--- src/rtl/rb_rd_stream.sv ---
// rb_rd_stream: read-side controller for a circular line buffer in a sync_dp_ram.
// It issues RAM reads against the writer's pointer, absorbs the one-cycle read
// latency in a 3-entry skid FIFO and presents a valid/ready stream downstream.
module rb_rd_stream #(
  parameter int unsigned NUMBER_OF_LINES = 16,
  parameter int unsigned DATA_WIDTH      = 128,
  localparam int unsigned AW             = $clog2(NUMBER_OF_LINES)
) (
  input  logic                  clk,
  input  logic                  rst,
  input  logic                  flush,
  input  logic [AW:0]           wr_ptr,
  output logic [AW:0]           rd_ptr,
  output logic [AW:0]           level,
  output logic                  ram_r_en,
  output logic [AW-1:0]         ram_addr_r,
  input  logic [DATA_WIDTH-1:0] ram_rd_data,
  input  logic                  ram_mem_valid,
  output logic [DATA_WIDTH-1:0] out_data,
  output logic                  out_valid,
  input  logic                  out_ready
);

  localparam int unsigned SKID_DEPTH = 3;
  localparam int unsigned OCC_W      = 2;
  localparam int unsigned CREDIT_W   = 3;

  logic [AW:0]           rd_ptr_q, rd_ptr_d;
  logic [OCC_W-1:0]      occ_q, occ_d, occ_kept_c;
  logic                  inflight_q, inflight_d;
  logic                  discard_q, discard_d;
  logic                  out_valid_q, out_valid_d;
  logic [DATA_WIDTH-1:0] slot_q [SKID_DEPTH];
  logic [DATA_WIDTH-1:0] slot_d [SKID_DEPTH];
  logic                  empty_c, issue_c, push_c, pop_c;

  // Read credit: issue only when the skid can hold everything already requested.
  always_comb begin
    empty_c = (rd_ptr_q == wr_ptr);
    issue_c = !empty_c
              && ((CREDIT_W'(occ_q) + CREDIT_W'(inflight_q)) <= CREDIT_W'(2))
              && !flush && !rst;
    push_c  = ram_mem_valid && inflight_q && !discard_q;
    pop_c   = out_valid_q && out_ready;
  end

  // Next state: pointer advance, skid shift/push, flush override.
  always_comb begin
    rd_ptr_d   = rd_ptr_q;
    inflight_d = issue_c;
    discard_d  = 1'b0;
    slot_d     = slot_q;
    occ_kept_c = occ_q - OCC_W'(pop_c);

    if (pop_c) begin
      slot_d[0] = slot_q[1];
      slot_d[1] = slot_q[2];
    end

    if (push_c) begin
      case (occ_kept_c)
        2'd0:    slot_d[0] = ram_rd_data;
        2'd1:    slot_d[1] = ram_rd_data;
        2'd2:    slot_d[2] = ram_rd_data;
        default: ;
      endcase
    end

    occ_d = occ_kept_c + OCC_W'(push_c);

    if (issue_c) begin
      rd_ptr_d = rd_ptr_q + (AW+1)'(1);
    end

    // Flush jumps to the writer's pointer and drops everything pending.
    if (flush) begin
      rd_ptr_d   = wr_ptr;
      occ_d      = '0;
      inflight_d = 1'b0;
      discard_d  = inflight_q;
    end

    out_valid_d = (occ_d != '0);
  end

  // State registers with synchronous reset.
  always_ff @(posedge clk) begin
    if (rst) begin
      rd_ptr_q    <= '0;
      occ_q       <= '0;
      inflight_q  <= 1'b0;
      discard_q   <= 1'b0;
      out_valid_q <= 1'b0;
      slot_q      <= '{default: '0};
    end else begin
      rd_ptr_q    <= rd_ptr_d;
      occ_q       <= occ_d;
      inflight_q  <= inflight_d;
      discard_q   <= discard_d;
      out_valid_q <= out_valid_d;
      slot_q      <= slot_d;
    end
  end

  assign rd_ptr     = rd_ptr_q;
  assign level      = wr_ptr - rd_ptr_q;
  assign ram_r_en   = issue_c;
  assign ram_addr_r = rd_ptr_q[AW-1:0];
  assign out_data   = slot_q[0];
  assign out_valid  = out_valid_q;

  // The credit rule must make a push into a full skid impossible.
  skid_no_overflow: assert property (@(posedge clk) disable iff (rst)
    !(push_c && !flush && (occ_kept_c == 2'd3)));

endmodule

--- config.mk ---
export PLATFORM = sky130hd
export DESIGN_NAME = rb_rd_stream
export DESIGN_NICKNAME = d
export VERILOG_FILES = /design/src/rtl/rb_rd_stream.sv
export SDC_FILE = /design/constraint.sdc
export NUM_CORES = 1
export LEC_CHECK = 0
export ABC_AREA = 1
export BUFFER_PORTS_ARGS = -buffer_cell sky130_fd_sc_hd__buf_2
export CAP_MARGIN = 20
export CORE_UTILIZATION = 55
export CTS_CLUSTER_SIZE = 16
export DETAILED_ROUTE_END_ITERATION = 12
export PLACE_DENSITY = 0.81
export SETUP_SLACK_MARGIN = 0.3
export SLEW_MARGIN = 20
export SYNTH_ARGS = -nofsm -noshare
export SYNTH_HDL_FRONTEND = slang
export SYNTH_SLANG_ARGS = --single-unit
--- constraint.sdc ---
create_clock -name clk -period 2.7 [get_ports clk]
set_clock_uncertainty 0.05 [all_clocks]
set_input_delay 0.54 -clock clk [delete_from_list [all_inputs] [get_ports clk]]
set_output_delay 0.54 -clock clk [all_outputs]
set_load 0.005 [all_outputs]
==> results.py <==
metrics = {
    "global_route": {
        "grt_usage": 0.271,
        "antenna_found_initial": 4,
        "grt_pass1_vias": 15900,
        "gr-total-overflow": 0,
        "grt_max_degree": 190,
        "grt_pass1_wl_um": 76700,
    },
    "floorplanning": {
        "die-area_um2": 34000,
        "floorplan.initialDensity": 0.561,
        "die_y_um": 184,
        "design.core.area_um2": 32600,
        "rows": 66,
        "die_x_um": 184,
        "io_pins": 282,
    },
    "setup_path": {
        "cpMostUsedCell": "nand2_1",
        "rr_startpoint": "out_valid",
        "cp_max_fo": 6,
        "r2r_setup_slack_ps": 490,
        "critPathRequiredTime_ps": 2110,
        "critical_path_buf_inv_count": 3,
        "path_cells": "inv_1 -> ha_1 -> nand2_1 -> nor2_1 -> nand2_1 -> nand3_4 -> inv_2 -> buf_2",
        "cp-start-kind": "register",
        "critical_path.top_delay_family": "flip-flops",
        "critical_path_class": "reg -> out",
        "worst_r2r_endpoint": "out_data[42]",
        "slowest_delay_ps": 380,
        "end_kind": "output port",
        "cp.arrival_ps": 1820,
        "ff2ff_path_depth": 8,
        "cp_slowest_cell": "dfxtp_4",
    },
    "layout": {
        "final_cell_mix": "786 x nand2_1, 658 x nor2_1, 388 x dfxtp_1",
        "finalInstanceArea_um2": 20300,
        "fill_cells": 2901,
        "syn_to_final_growth_pct": 10.9,
        "regArea_um2": 7910,
        "multi_input_area_um2": 8460,
        "final_common_cell": "nand2_1",
        "drive_above_1_share": 0.148,
        "fin_nets": 2937,
    },
    "pwr": {
        "switching_share": 0.240,
        "seqPwrFrac": 0.473,
        "combPwrFrac": 0.093,
        "peakVddDrop_mv": 0.452,
        "p_clk_frac": 0.435,
        "p_int_w": 0.00976,
        "p_per_area_nw_per_um2": 633,
        "total_power_w": 0.0128,
        "p_leak_nw": 9.69,
        "power_switching_w": 0.00309,
    },
    "yosys": {
        "synthArstFlopShare": 0,
        "seq_area_frac_synth": 0.431,
        "synth_warnings": 0,
        "syn_inst": 2751,
        "synth-seq-cells": 394,
        "ys_types": 28,
        "postSynthAreaPerCell_um2": 6.65,
        "synthFlopType": "dfxtp_1",
        "synth_nets": 2900,
        "synth_edf_count": 0,
        "synth_area_um2": 18300,
    },
    "detailed_routing": {
        "drtIter0Drc": 1472,
        "wl_per_cell_um": 14.6,
        "first_pass_iters": 7,
        "drcViolationCount": 0,
        "post_drt_via_cell_ratio": 5.35,
        "ant_nets": 0,
        "wl_um": 47600,
        "vias": 17500,
    },
    "timing": {
        "hold_viol": 0,
        "period_share": 0.891,
        "setup_viol": 0,
        "rsz0062_at_grt": "true",
        "period_needed_ps": 2410,
        "max_freq_mhz": 416,
        "drv_slew": 0,
        "timing.setup.tns_ps": 0,
        "tightest_slew_ps": 1020,
        "max_slew_margin": 0.319,
    },
    "run_status": {
        "outcome": "completed",
    },
    "cts": {
        "hold_buffers": 0,
        "cts.htree.levels": 2,
        "clk_pin_slew_ps": 60,
        "clk_latency_ps": 520,
        "cts_root_buffer": "clkbuf_16",
        "cts_num_sinks": 394,
        "cts_made_buffers": 41,
        "cts_tree": "done",
        "clock_path_buffers": 3,
    },
    "place": {
        "place_area_um2": 18800,
        "place_congestion": 0.809,
        "post-dp-hpwl_um": 28000,
        "port_buffers": 281,
    },
    "min_path": {
        "holdPathStages": 3,
        "hold_end": "slot_q[231]",
        "hold_path.startpoint": "ram_rd_data[103]",
        "hp-class": "in -> reg",
    },
    "run": {
        "max_cap_viol_count": 0,
    },
}
==> Yosys cell counts (all sizes together), types with 2 or more instances <==
master / count / area (um^2)
nand3: 136 / 686
ha: 10 / 125
xnor2: 2 / 36.3
nor3: 128 / 641
clkinv: 2 / 7.51
inv: 25 / 93.8
clkbuf: 93 / 362
o21ai: 135 / 676
nand2: 790 / 2970
nor2: 660 / 2490
dfxtp: 394 / 7890
buf: 236 / 1580
xor2: 4 / 35.0
a21oi: 133 / 666
==> layer usage <==
metal / wire, um / global-route usage / up-vias
met4: 1230 / 0.0897 / 4
met2: 22800 / 0.463 / 633
met1: 20100 / 0.342 / 8135
met3: 3430 / 0.0522 / 93
li1: - / - / 8602
met5: 31 / 0 / -
==> tightest hold or removal path: stages <==
cell and delay, ps:
buf_2 100, nor2_1 50, nor2_1 80
==> power groups by stage <==
stage	logic, W	clock network [W]	registers [W]
final	0.00119	0.00558	0.00607
after global routing	0.00133	0.00590	0.00609
after CTS	0.00117	0.00565	0.00607
after detailed placement	0.00113	0	0.00620
after global placement	0.00111	0	0.00620
after floorplan	0.000835	0	0.00617
==> state kept, by name, summed over array words and instances (netlist names) <==
signal      count
occ_q           2
inflight_q      1
slot_q        256
rd_ptr          5
out_data      128
out_valid       1
discard_q       1
==> metrics by stage <==
| step | hold slack, ps | utilization | std cells | setup slack (ps) |
|---|---|---|---|---|
| finish | 227 | 0.622 | 3263 | 294 |
| global route | 217 | 0.622 | 3262 | 215 |
| CTS | 207 | 0.620 | 3258 | 250 |
| detailed placement | 396 | 0.576 | 3181 | 212 |
| global placement | 387 | 0.576 | 3181 | 282 |
| floorplan | 376 | - | 2751 | 325 |
==> what timing repair did <==
item | in CTS | in global routing
gates resized for setup | 19 | 8
endpoints found under the setup margin | 4 | 4
pin swaps | 4 | 4
setup buffers | 4 | 2
hold endpoints to repair | 0 | 0
==> cells by family after synthesis <==
kind of cell	share of synthesized area
DFF	0.431
and+or+nand+nor	0.372
AOI/OAI and AO/OA	0.0734
xor gates and xnor gates	0.00390
buffers and inverters	0.112
adders and majority gates	0.00794
==> area by class of cell <==
type                       count  share of cell area
antenna                        3            0.000370
clock buffer                  63              0.0607
clock inverter                10             0.00512
inverter                      27             0.00574
multi-input combinational   2001               0.417
sequential                   394               0.390
tap                          442              0.0273
timing repair buffer         323              0.0943
==> worst max-delay path by stage <==
stage                            end  cells past startpoint      start
after floorplan           slot_q[37]                     12  out_ready
after global placement    slot_q[90]                     10  out_ready
after detailed placement  slot_q[91]                     10  out_ready
after CTS                   level[4]                      5  rd_ptr[0]
after global routing        level[4]                      5  rd_ptr[0]
final                       ram_r_en                      8  rd_ptr[1]
Power figures use the tool's default switching activity.
